==> config.mk <==
export PLATFORM = sky130hd
export DESIGN_NAME = serial_rho_stream
export DESIGN_NICKNAME = d
export VERILOG_FILES = /design/src/rtl/serial_rho_stream_pkg.sv /design/src/rtl/serial_rho_stream_bank.sv /design/src/rtl/serial_rho_stream.sv
export SDC_FILE = /design/constraint.sdc
export NUM_CORES = 1
export LEC_CHECK = 0
export ABC_AREA = 1
export BUFFER_PORTS_ARGS = -buffer_cell sky130_fd_sc_hd__buf_4
export CAP_MARGIN = 20
export CORE_ASPECT_RATIO = 1.25
export CORE_MARGIN = 1
export CORE_UTILIZATION = 53
export CTS_CLUSTER_SIZE = 25
export DETAILED_ROUTE_END_ITERATION = 10
export PLACE_DENSITY_LB_ADDON = 0.25
export REMOVE_ABC_BUFFERS = 1
export SLEW_MARGIN = 20
export SYNTH_ARGS = -nofsm -noshare
export SYNTH_HDL_FRONTEND = slang
export SYNTH_SLANG_ARGS = --single-unit
==> constraint.sdc <==
create_clock -name clk -period 1.74 [get_ports clk]
set_input_delay 0.348 -clock clk [delete_from_list [all_inputs] [get_ports clk]]
set_output_delay 0.348 -clock clk [all_outputs]
set_load 0.05 [all_outputs]
==> src/rtl/serial_rho_stream_pkg.sv <==
// Shared definitions for the column-serial rho mix: default geometry and bank state encodings.
package serial_rho_stream_pkg;

    localparam int unsigned DEF_COLUMN_SIZE = 16;
    localparam int unsigned DEF_NUM_COL     = 4;

    typedef enum logic [1:0] {
        BANK_LOAD = 2'd0,
        BANK_EMIT = 2'd1
    } bank_state_e;

endpackage

==> src/rtl/serial_rho_stream_bank.sv <==
// One rho bank: column buffer, running XOR accumulator, position counter and LOAD/EMIT state.
// A single position counter serves as the load count in LOAD and the emit index in EMIT,
// since the two are never live at the same time.
module serial_rho_stream_bank
    import serial_rho_stream_pkg::*;
#(
    parameter int unsigned COLUMN_SIZE = DEF_COLUMN_SIZE,
    parameter int unsigned NUM_COL     = DEF_NUM_COL
) (
    input  logic                   clk,
    input  logic                   rst,
    input  logic                   wr_en,
    input  logic [0:COLUMN_SIZE-1] wr_data,
    input  logic                   rd_en,
    output logic                   load_c,
    output logic                   emit_c,
    output logic                   last_c,
    output logic [0:COLUMN_SIZE-1] rd_data_c
);

    localparam int unsigned CNT_W = $clog2(NUM_COL);

    bank_state_e            state_q;
    logic [CNT_W-1:0]       pos_q;
    logic [0:COLUMN_SIZE-1] acc_q;
    logic [0:COLUMN_SIZE-1] buf_q [NUM_COL];

    assign load_c    = (state_q == BANK_LOAD);
    assign emit_c    = (state_q == BANK_EMIT);
    assign last_c    = (pos_q == CNT_W'(NUM_COL - 1));
    assign rd_data_c = acc_q ^ buf_q[pos_q];

    // Bank FSM: accumulate T while loading, then walk the buffer while emitting.
    always_ff @(posedge clk) begin
        if (rst) begin
            state_q <= BANK_LOAD;
            pos_q   <= '0;
            acc_q   <= '0;
        end else begin
            case (state_q)
                BANK_LOAD: begin
                    if (wr_en) begin
                        acc_q <= acc_q ^ wr_data;
                        if (last_c) begin
                            pos_q   <= '0;
                            state_q <= BANK_EMIT;
                        end else begin
                            pos_q <= pos_q + CNT_W'(1);
                        end
                    end
                end
                BANK_EMIT: begin
                    if (rd_en) begin
                        if (last_c) begin
                            pos_q   <= '0;
                            acc_q   <= '0;
                            state_q <= BANK_LOAD;
                        end else begin
                            pos_q <= pos_q + CNT_W'(1);
                        end
                    end
                end
                default: begin
                    state_q <= BANK_LOAD;
                end
            endcase
        end
    end

    // Column storage; contents need no reset because the state machine never reads stale entries.
    always_ff @(posedge clk) begin
        if (!rst && state_q == BANK_LOAD && wr_en) begin
            buf_q[pos_q] <= wr_data;
        end
    end

endmodule

==> src/rtl/serial_rho_stream.sv <==
// Column-serial rho mix: each block of NUM_COL columns a[k] yields b[k] = T ^ a[k], T = XOR of the block.
// Build option RHO_DOUBLE_BUF_EN: two banks in ping-pong for one column per cycle on both sides;
// without it a single bank alternates between loading and emitting.
module serial_rho_stream
    import serial_rho_stream_pkg::*;
#(
    parameter int unsigned COLUMN_SIZE = DEF_COLUMN_SIZE,
    parameter int unsigned NUM_COL     = DEF_NUM_COL
) (
    input  logic                   clk,
    input  logic                   rst,
    input  logic                   in_valid,
    output logic                   in_ready,
    input  logic [0:COLUMN_SIZE-1] in_data,
    output logic                   out_valid,
    input  logic                   out_ready,
    output logic [0:COLUMN_SIZE-1] out_data,
    output logic                   out_last
);

    logic in_fire;
    logic out_fire;

    assign in_fire  = in_valid && in_ready;
    assign out_fire = out_valid && out_ready;

`ifdef RHO_DOUBLE_BUF_EN

    logic                   load_ptr_q;
    logic                   emit_ptr_q;
    logic [1:0]             bank_load;
    logic [1:0]             bank_emit;
    logic [1:0]             bank_last;
    logic [0:COLUMN_SIZE-1] bank_data [2];

    // Handshakes depend only on bank state and pointers, never on out_ready.
    assign in_ready  = !rst && bank_load[load_ptr_q];
    assign out_valid = !rst && bank_emit[emit_ptr_q];
    assign out_data  = bank_data[emit_ptr_q];
    assign out_last  = out_valid && bank_last[emit_ptr_q];

    for (genvar b = 0; b < 2; b++) begin : g_bank
        serial_rho_stream_bank #(
            .COLUMN_SIZE (COLUMN_SIZE),
            .NUM_COL     (NUM_COL)
        ) u_bank (
            .clk       (clk),
            .rst       (rst),
            .wr_en     (in_fire && (load_ptr_q == 1'(b))),
            .wr_data   (in_data),
            .rd_en     (out_fire && (emit_ptr_q == 1'(b))),
            .load_c    (bank_load[b]),
            .emit_c    (bank_emit[b]),
            .last_c    (bank_last[b]),
            .rd_data_c (bank_data[b])
        );
    end

    // Ping-pong pointers advance when their bank completes a block on that side.
    always_ff @(posedge clk) begin
        if (rst) begin
            load_ptr_q <= 1'b0;
            emit_ptr_q <= 1'b0;
        end else begin
            if (in_fire && bank_last[load_ptr_q]) begin
                load_ptr_q <= !load_ptr_q;
            end
            if (out_fire && bank_last[emit_ptr_q]) begin
                emit_ptr_q <= !emit_ptr_q;
            end
        end
    end

`else

    logic bank_load;
    logic bank_emit;
    logic bank_last;

    // Single bank: input side open only in LOAD, output side only in EMIT.
    assign in_ready  = !rst && bank_load;
    assign out_valid = !rst && bank_emit;
    assign out_last  = out_valid && bank_last;

    serial_rho_stream_bank #(
        .COLUMN_SIZE (COLUMN_SIZE),
        .NUM_COL     (NUM_COL)
    ) u_bank (
        .clk       (clk),
        .rst       (rst),
        .wr_en     (in_fire),
        .wr_data   (in_data),
        .rd_en     (out_fire),
        .load_c    (bank_load),
        .emit_c    (bank_emit),
        .last_c    (bank_last),
        .rd_data_c (out_data)
    );

`endif

endmodule

-- Word level (Yosys, flattened, before mapping)
Memory sizes are Yosys's and may differ from the RTL's. A register that Yosys moved wholly into a read port is not among the register bits.
Cells that the tools add are included.
- flip-flop bits (word level): 20
- memory bits (writable): 64
- word-level logic and storage cells: 42
- memories kept: 1
- memory list (name ; depth ; width ; rd ports ; clocked after Yosys merged registers in ; write ports ; RTL line ; RTL):
    u_bank.buf_q ; 4 ; 16 ; 1 ; 1 ; 1 ; serial_rho_stream_bank.sv:26 ; logic [0:COLUMN_SIZE-1] buf_q [NUM_COL];
- $add $sub $neg: 1
- equality and inequality tests: 6
- multiplexer cells: 17
- bitwise gates (word level): 2
- reductions and logical operators: 12
- operator list (cell ; number):
    $mux 16 ; 3
    $pmux 16 s2 ; 1
    $xor 16x16->16 ; 2
    $mux 2 ; 9
    $pmux 2 s2 ; 2
    $reduce_and 4->1 ; 2
    $logic_and 1x1->1 ; 6
    $ne 2x1->1 const B ; 3
    $reduce_and 3->1 ; 1
    $add 2x1->2 const B ; 1
    $eq 2x1->1 const B ; 1
    $eq 2x2->1 const B ; 1
    $logic_not 2->1 ; 1
    $mux 1 ; 2
    $ne 2x2->1 const B ; 1
    $reduce_bool 2->1 ; 1
    $logic_not 1->1 ; 1

-- Logic depth before layout (Yosys ltp)
Gate-level depths: netlist of the first run.
- word-level depth: 7
- gate-level depth with buffers: 9
- gate-level depth less buffers: 8

-- By module
A second synthesis of the first run with hierarchy kept.
- cells, all modules: 402
- area total of the unflattened synthesis: 3804.9 µm²
- modules (own cells, without submodules) (module ; instances ; cells each ; area each (µm²)):
    serial_rho_stream_bank ; 1 ; 391 ; 3761.1
    serial_rho_stream ; 1 ; 11 ; 43.8

-- Worst setup path before layout of the first run
OpenSTA, ideal clock, no wires.
- path kind: register to output
- start: register (tool-made name)
- end: output out_data[1] (netlist bit)
- arrival time: 1689 ps
- data required time: 1392 ps
- path slack: -297 ps
- cell stages (with the launch flop): 8
- path buffers: 2
- cell sequence: dfxtp_1 buf_2 inv_2 clkbuf_1 nand2_1 nand3_1 nand2_1 xor2_1
- RTL lines (element ; RTL line ; RTL):
    end: declaration ; serial_rho_stream.sv:17 ; output logic [0:COLUMN_SIZE-1] out_data,

==> flow_metrics.tcl, run 1 <==
set metrics [dict create \
    drc 1 \
    seq_area_frac_synth_pct 61.8 \
    fin_crit_ns 1.86 \
    worst_clock_skew_ns 0.00510 \
    layout-drive-gt1-share_pct 20.5 \
    dp_hpwl_um 4730 \
    synth_edf_count 64 \
    rows 34 \
    synth_top_area_cell "edfxtp_1" \
    synth_top_family_by_area "simple AND/OR/NAND/NOR gates" \
    finalPower_w 0.00505 \
    avgViaCountPerCell 5.03 \
    synthCells 395 \
    syn_to_final_growth_pct 18.5 \
    status "finished with violations" \
    initial_core_util_pct 54.6 \
    fmax_ghz 0.537 \
    die_y_um 96.5 \
    cts_buffer_depth 2 \
    path_max_fanout 16 \
    antenna_left 0 \
    die_width_um 77.6 \
    hold_violations 0 \
    post_cts_buffers 0 \
    grt_most_used_layer "met2" \
    antenna_found_initial 0 \
    h-tree-depth 3 \
    whs_ns 0.215 \
    nNetsFinal 469 \
    critPathRequiredTime_ns 1.39 \
    timing.final.ws_setup_ns -0.123 \
    via_count 2709 \
    timing.final.crit_share_pct 107 \
    end_kind "output port" \
    drv_slew 0 \
    synth_xor_area_share_pct 3.70 \
    cts_tree "built" \
    post-route-util_pct 64.7 \
    violations "DRC, setup timing" \
    portBuffers 38 \
    synth_area_um2 3790 \
    wl_um 7590 \
    core_um2 6930 \
    power_density_nw_per_um2 1130 \
    setup_violations 16 \
    synth_compound_area_share_pct 0.264 \
    ys_async_sr_fraction_pct 0 \
    rsz0062_at_grt "yes" \
    stdcell_area_um2 4490 \
    synth_most_common_cell "nand2_1" \
    vdd_drop_max_mv 0.711 \
    crit_type "reg -> out" \
    cts_hold_buf 0 \
    cts-root-buf "clkbuf_8" \
    tightest_slew_ns 0.392 \
    post_dp_cell_area_um2 4220 \
    yosys-top-cells-count "nand2_1 (165), edfxtp_1 (64), nand3_1 (43), inv_1 (42), dfxtp_1 (21)" \
    use_met1_pct 25.4 \
    worstPathArrival_ns 1.52 \
    place_ws_ns 0.0479 \
    diodes 0 \
    yosysWarnings 0 \
    ios 39 \
    static-leakage-power_nw 2.00 \
    synthAdderAreaFrac_pct 1.32 \
    gp_congestion 0.795 \
    maxSlewHeadroom_pct 73.8 \
    grt_pass1_vias 2398 \
    synth.area.top_cells "edfxtp_1 (51%), nand2_1 (16%), dfxtp_1 (11%)" \
    insertion_delay_ns 0.35 \
    cap_violations 0 \
    clkTransAtPathRegs_ns 0.08 \
    cp-start-kind "register" \
    synth_area_per_cell_um2 9.59 \
    hold_class "in -> reg" \
    synth_top_area_share_pct 50.7 \
    dieArea_um2 7490 \
    drtPass1Iterations 7 \
    clock_sinks 85 \
    grt_util_all_layers_pct 22.0 \
    yosys.area_share.simple_pct 26.1 \
    yosysUniqueCellTypes 20 \
    grt_max_degree 33 \
    grt_use_met3_pct 4.13 \
    synth_ff_type "edfxtp_1" \
    grt_overflow 0 \
    use_met2_pct 38.6 \
    first_iter_violations 194 \
    ys_ff_latch 85 \
    wire_per_inst_um 14.1 \
    grt_pass1_wl_um 11700 \
    synth.area.mux_share_pct 0 \
    cts_buffers 9 \
]
==> what timing repair did <==
action / 4_1_cts / 5_1_grt
resized for setup: 17 / 8
setup endpoints to repair: 17 / 18
cloned: 1 / 0
pin swaps: 6 / 1
hold endpoints to repair: 0 / 0
==> cells by family after synthesis <==
family          Yosys count
simple gates            228
buf+inv                  60
xor+xnor                 16
fa+ha+maj                 4
flops                    85
compound gates            2
==> per-layer routing <==
layer	part of all wire (%)	vias to the layer above
li1	-	1356
met1	42	1260
met2	51	77
met3	5.3	16
met4	2.2	0
met5	0	-
==> critical path, stage by stage (launching register included) <==
cell     delay [ns]
dfxtp_4        0.43
buf_12         0.17
nand2_1        0.06
nand3_1        0.08
nand2_1        0.08
xor2_1         0.14
buf_4          0.21
==> worst paths after layout <==
| kind | to | slack (ns) | startpoint | depth (start not counted) |
|---|---|---|---|---|
| setup / recovery | out_data[6] | -0.12 | register | 6 |
| hold / removal | u_bank.buf_q[2][13]$_DFFE_PP_ | 0.22 | in_data[2] | 1 |
| setup reg to reg | u_bank.acc_q[12]$_SDFFE_PP0P_ | 0.33 | u_bank.pos_q[1]$_SDFFE_PP0P_ | 8 |
| hold reg to reg | register | 0.54 | u_bank.pos_q[0]$_SDFFE_PP0P_ | 2 |
==> registers in the layout, indices dropped and copies added, names as in the netlist, named ones only <==
register / cells
u_bank.buf_q: 64
u_bank.acc_q: 16
u_bank.pos_q: 2
u_bank.state_q: 1
==> stage by stage <==
stage / setup TNS, ns / std cells
after global routing: -3.40 / 539
after detailed placement: 0 / 523
after global placement: 0 / 523
after floorplan: -29.22 / 380
after CTS: -1.90 / 539
final: -1.69 / 539
==> layout by cell type, fill, tap and decap left out <==
master	count
nand2_2	7
ha_2	1
a21oi_1	1
nor2_4	1
o21ai_1	1
dfxtp_2	1
inv_2	1
inv_1	42
nand3_1	43
buf_16	1
clkbuf_1	3
buf_4	48
ha_1	3
buf_6	3
dfxtp_4	3
dfxtp_1	17
nand3_2	9
bufinv_16	1
clkbuf_8	9
buf_12	2
xor2_1	16
nand2_4	1
nor2_1	6
nor3_2	1
inv_8	1
clkinv_2	1
inv_4	1
clkinv_1	1
edfxtp_1	64
nand2_1	160
==> where the power goes <==
group | leakage [nW] | total [W] | switching [W] | internal, W
sequential | 0.756 | 0.00236 | 0.0000601 | 0.00230
clock | 0.0879 | 0.00130 | 0.000649 | 0.000651
combinational | 1.16 | 0.00140 | 0.000956 | 0.000439
total | 2.00 | 0.00505 | 0.00167 | 0.00339
==> area by class of cell <==
type,instances,area (um^2)
Inverter,45,179
Clock inverter,3,38.8
Clock buffer,12,135
Fill cell,558,2440
Sequential cell,85,2350
Tap cell,90,113
Multi-Input combinational cell,250,1210
Timing Repair Buffer,54,462
(Power assumes the default switching activity.)
==> run 2, diff against run 1 <==
--- a/config.mk
+++ b/config.mk
@@ -8,7 +8,6 @@
 export ABC_AREA = 1
 export BUFFER_PORTS_ARGS = -buffer_cell sky130_fd_sc_hd__buf_4
 export CAP_MARGIN = 20
-export CORE_ASPECT_RATIO = 1.25
 export CORE_MARGIN = 1
 export CORE_UTILIZATION = 53
 export CTS_CLUSTER_SIZE = 25
==> run 2 against run 1 <==
Compared with the run above:
- the run ends with setup timing left
- utilization up 1.2 points
- clock skew barely moved
- sequential share of layout area down 0.23 points
- critical path type unchanged
- critical endpoint is now out_data[7]
- largest cell class unchanged
- highest routed layer unchanged
==> flow_metrics.tcl, run 2 (synthesized netlist as in run 1, its figures left out) <==
set metrics [dict create \
    gp_congestion 0.757 \
    vdd_drop_max_mv 0.600 \
    violations "setup timing" \
    dieArea_um2 7490 \
    reg2reg_from "u_bank.state_q[0]$_SDFFE_PP0P_" \
    via_count 2688 \
    cp-start-kind "register" \
    dp_hpwl_um 4770 \
    timing.final.crit_share_pct 109 \
    avgViaCountPerCell 4.93 \
    max_flop_register "u_bank.buf_q" \
    power_density_nw_per_um2 1120 \
    final_common_cell "nand2_1" \
    drc 0 \
    whs_endpoint "u_bank.buf_q[3][15]$_DFFE_PP_" \
    maxSlewHeadroom_pct 73.3 \
    r2r_cells 8 \
    nNetsFinal 469 \
    cts_buffers 9 \
    cap_violations 0 \
    layout-drive-gt1-share_pct 21.2 \
    reg2reg_to "u_bank.acc_q[2]$_SDFFE_PP0P_" \
    mostFrequentLayoutCells "nand2_1 (161), edfxtp_1 (64), buf_4 (49)" \
    fmax_ghz 0.529 \
    largest_reg_flops 64 \
    multiInputGateArea_um2 1210 \
    drv_slew 0 \
    grt_max_degree 33 \
    place_ws_ns 0.0430 \
    die_y_um 86.5 \
    clock_sinks 85 \
    wire_per_inst_um 13.6 \
    status "finished with violations" \
    post-route-util_pct 65.9 \
    grt_overflow 0 \
    hold_class "in -> reg" \
    ios 39 \
    ff_latch_area_um2 2350 \
    cts-root-buf "clkbuf_8" \
    rsz0062_at_grt "yes" \
    layoutNonFillerInstCount 545 \
    worstPathArrival_ns 1.54 \
    wl_um 7400 \
    fillers 530 \
    diodes 0 \
    fin_crit_ns 1.89 \
    h-tree-depth 3 \
    grt_pass1_vias 2548 \
    path_max_fanout 32 \
    cts_buffer_depth 2 \
    worst_clock_skew_ns 0.00525 \
    antenna_found_initial 0 \
    largestRegisters "u_bank.buf_q (64), u_bank.acc_q (16), u_bank.pos_q (2)" \
    syn_to_final_growth_pct 18.9 \
    r2r_slack_ns 0.30 \
    portBuffers 38 \
    insertion_delay_ns 0.35 \
    first_iter_violations 165 \
    critPathRequiredTime_ns 1.39 \
    worstHoldStart "in_data[0]" \
    clkTransAtPathRegs_ns 0.08 \
    tightest_slew_ns 0.399 \
    static-leakage-power_nw 2.01 \
    grt_pass1_wl_um 12000 \
    antenna_left 0 \
    whs_ns 0.217 \
    initial_core_util_pct 55.4 \
    end_kind "output port" \
    drtPass1Iterations 5 \
    die_width_um 86.5 \
    crit_type "reg -> out" \
    grt_util_all_layers_pct 21.9 \
    setup_violations 16 \
    cts_tree "built" \
    dp.cells 529 \
    core_um2 6830 \
    hold_violations 0 \
    timing.final.ws_setup_ns -0.151 \
    rows 30 \
    whs_path_depth 1 \
]
==> run 2: where the power goes <==
part,internal (W),switching (W)
sequential,0.00230,0.0000601
clock,0.000648,0.000644
combinational,0.000441,0.000962
==> run 2: worst max-delay path, cell delays in order, from the launching register on <==
cell,delay (ns)
dfxtp_4,0.44
inv_8,0.10
nand2_1,0.07
nand3_1,0.09
nand2_2,0.10
xor2_1,0.16
buf_4,0.22
==> run 2: metal layers <==
layer  wire, um  GRT usage [%]  up-vias
met5          0              0        -
met4        119           7.88        0
li1           -              -     1352
met2       3520           35.8       77
met3        469           5.05       12
met1       3290           29.0     1247
==> run 2: repair_timing <==
| action | in CTS | in global routing |
|---|---|---|
| endpoints found under the hold margin | 0 | 0 |
| endpoints found under the setup margin | 17 | 17 |
| setup buffers | 0 | 0 |
| gates resized for setup | 14 | 10 |
| hold buffers | 0 | 0 |
| pin swaps | 2 | 2 |
| cloned | 1 | 0 |
==> run 2: layout make-up <==
cell class,count,area share (%)
flip-flops and latches,85,52.2
clock buffers,10,2.83
inverters,45,3.97
clock inverters,5,1.17
repair buffers,54,10.2
multi-input cells,250,27.0
well taps,96,2.67
==> run 2: per-stage QoR <==
| stage | total power [W] | cell area (um^2) | TNS, ns |
|---|---|---|---|
| finish | 0.00505 | 4500 | -1.86 |
| global route | 0.00529 | 4500 | -3.21 |
| CTS | 0.00509 | 4470 | -2.18 |
| detailed placement | 0.00377 | 4230 | 0 |
| global placement | 0.00374 | 4230 | 0 |
| floorplan | 0.00334 | 3700 | -29.22 |
==> run 2: worst max-delay path by stage <==
stage / start / to / slack [ns] / depth (start not counted)
3_3_place_gp: register / out_data[14] / 0.08 / 6
3_5_place_dp: register / out_data[12] / 0.04 / 6
2_1_floorplan: register / out_data[0] / -0.78 / 5
4_1_cts: register / out_data[12] / -0.17 / 6
5_1_grt: register / out_data[14] / -0.25 / 6
6_report: register / out_data[7] / -0.15 / 6
==> run 3, diff against run 2 <==
--- a/config.mk
+++ b/config.mk
@@ -8,6 +8,7 @@
 export ABC_AREA = 1
 export BUFFER_PORTS_ARGS = -buffer_cell sky130_fd_sc_hd__buf_4
 export CAP_MARGIN = 20
+export CORE_ASPECT_RATIO = 0.8
 export CORE_MARGIN = 1
 export CORE_UTILIZATION = 53
 export CTS_CLUSTER_SIZE = 25
==> run 3 against run 2 <==
Compared with the run above:
- the flow still finishes with violations (setup timing)
- final cell count down 1.5%
- global-route usage hardly changed
- via count shrank 2.1%
- final area fell by 1.3%
- hold slack got worse by 0.0068 ns
- utilization shrank 1.4 points
- total power down 1.9%
- clock power down 5%
- sequential power about the same
- sequential share of layout area grew 0.63 points
- non-clock buffer count is the same
- largest cell class unchanged
- highest routed layer unchanged
==> flow_metrics.tcl, run 3 (synthesized netlist as in run 1, its figures left out) <==
set metrics [dict create \
    path_max_fanout 18 \
    tightest_slew_ns 0.423 \
    die_y_um 77.6 \
    ios 39 \
    violations "setup timing" \
    reg2reg_from "u_bank.pos_q[1]$_SDFFE_PP0P_" \
    diodes 0 \
    core_um2 6890 \
    antenna_found_initial 0 \
    place_ws_ns 0.0174 \
    status "finished with violations" \
    largest_reg_flops 64 \
    timing.final.crit_share_pct 107 \
    setup_violations 16 \
    grt_overflow 0 \
    avgViaCountPerCell 4.90 \
    fillers 563 \
    hold_class "in -> reg" \
    hold_violations 0 \
    ff_latch_area_um2 2350 \
    critPathRequiredTime_ns 1.39 \
    rows 27 \
    whs_ns 0.210 \
    worstPathArrival_ns 1.52 \
    grt_max_degree 33 \
    fmax_ghz 0.537 \
    antenna_left 0 \
    initial_core_util_pct 55.0 \
    timing.final.ws_setup_ns -0.123 \
    layout-drive-gt1-share_pct 20.9 \
    cts_buffer_depth 2 \
    cts_buffers 9 \
    first_iter_violations 137 \
    drv_slew 0 \
    h-tree-depth 3 \
    die_width_um 96.5 \
    multiInputGateArea_um2 1200 \
    drc 0 \
    insertion_delay_ns 0.35 \
    cts_tree "built" \
    dp_hpwl_um 4760 \
    post_cts_buffers 0 \
    worst_clock_skew_ns 0.00691 \
    clkTransAtPathRegs_ns 0.08 \
    vdd_drop_max_mv 0.657 \
    worstHoldStart "in_data[5]" \
    static-leakage-power_nw 1.99 \
    drtPass1Iterations 7 \
    post-route-util_pct 64.5 \
    cts-root-buf "clkbuf_8" \
    syn_to_final_growth_pct 17.4 \
    largestRegisters "u_bank.buf_q (64), u_bank.acc_q (16), u_bank.pos_q (2)" \
    dieArea_um2 7490 \
    nNetsFinal 469 \
    power_density_nw_per_um2 1120 \
    grt_pass1_wl_um 11900 \
    wire_per_inst_um 13.8 \
    wl_um 7410 \
    grt_util_all_layers_pct 21.9 \
    rsz0062_at_grt "yes" \
    fin_crit_ns 1.86 \
    maxSlewHeadroom_pct 71.7 \
    final_common_cell "nand2_1" \
    clock_sinks 85 \
    gp_congestion 0.756 \
    cap_violations 0 \
    cp-start-kind "register" \
    grt_pass1_vias 2380 \
    via_count 2631 \
    mostFrequentLayoutCells "nand2_1 (162), edfxtp_1 (64), buf_4 (50)" \
    end_kind "output port" \
    max_flop_register "u_bank.buf_q" \
    portBuffers 38 \
    crit_type "reg -> out" \
]
[run 3: cell types whose count changed in the layout (fill, tap and decap cells not counted), sizes merged]
cell,previous run,this run
inv,45,46
clkbuf,10,9
clkinvlp,0,2
bufinv,1,0
[run 3: layout make-up]
type | count | share of cell area (%)
sequential | 85 | 52.9
tap | 87 | 2.45
inverter | 45 | 4.02
clock inverter | 7 | 1.15
clock buffer | 9 | 2.79
timing repair buffer | 54 | 9.74
multi-input combinational | 250 | 27.0
[run 3: power breakdown]
group          switching [W]  internal [W]  total, W
Combinational       0.000957      0.000430   0.00139
Clock               0.000696      0.000522   0.00122
Sequential         0.0000571       0.00230   0.00236
[run 3: repair_timing]
| action | CTS | global route |
|---|---|---|
| gates resized for setup | 17 | 3 |
| pin swaps | 0 | 1 |
| gates cloned | 0 | 0 |
| hold endpoints to repair | 0 | 0 |
| endpoints found under the setup margin | 17 | 17 |
| hold buffers | 0 | 0 |
[run 3: routing by layer]
| layer | routed length, um | up-vias | global-route usage (%) |
|---|---|---|---|
| met4 | 53 | 0 | 5.59 |
| met1 | 3520 | 1207 | 30.0 |
| li1 | - | 1355 | - |
| met2 | 3460 | 64 | 34.0 |
| met5 | 0 | - | 0 |
| met3 | 370 | 5 | 6.86 |
[run 3: final timing paths]
kind	to	slack [ns]	cells after the start
max	out_data[9]	-0.12	6
min	u_bank.buf_q[3][10]$_DFFE_PP_	0.21	1
max reg2reg	u_bank.acc_q[3]$_SDFFE_PP0P_	0.30	8
min reg2reg	register	0.53	2
[run 3: metrics by stage]
step	std cells	total power, W	area [um^2]	TNS, ns
after floorplan	380	0.00334	3700	-29.22
after global placement	521	0.00374	4210	0
after detailed placement	521	0.00377	4210	0
after CTS	537	0.00500	4440	-1.82
after global routing	537	0.00521	4450	-3.13
final	537	0.00496	4450	-1.41
[run 3: critical path: stages (launching register included)]
cell and delay [ns]:
dfxtp_4 0.38, buf_12 0.16, nand2_1 0.06, nand3_1 0.07, nand2_1 0.10, xor2_1 0.18
buf_4 0.22
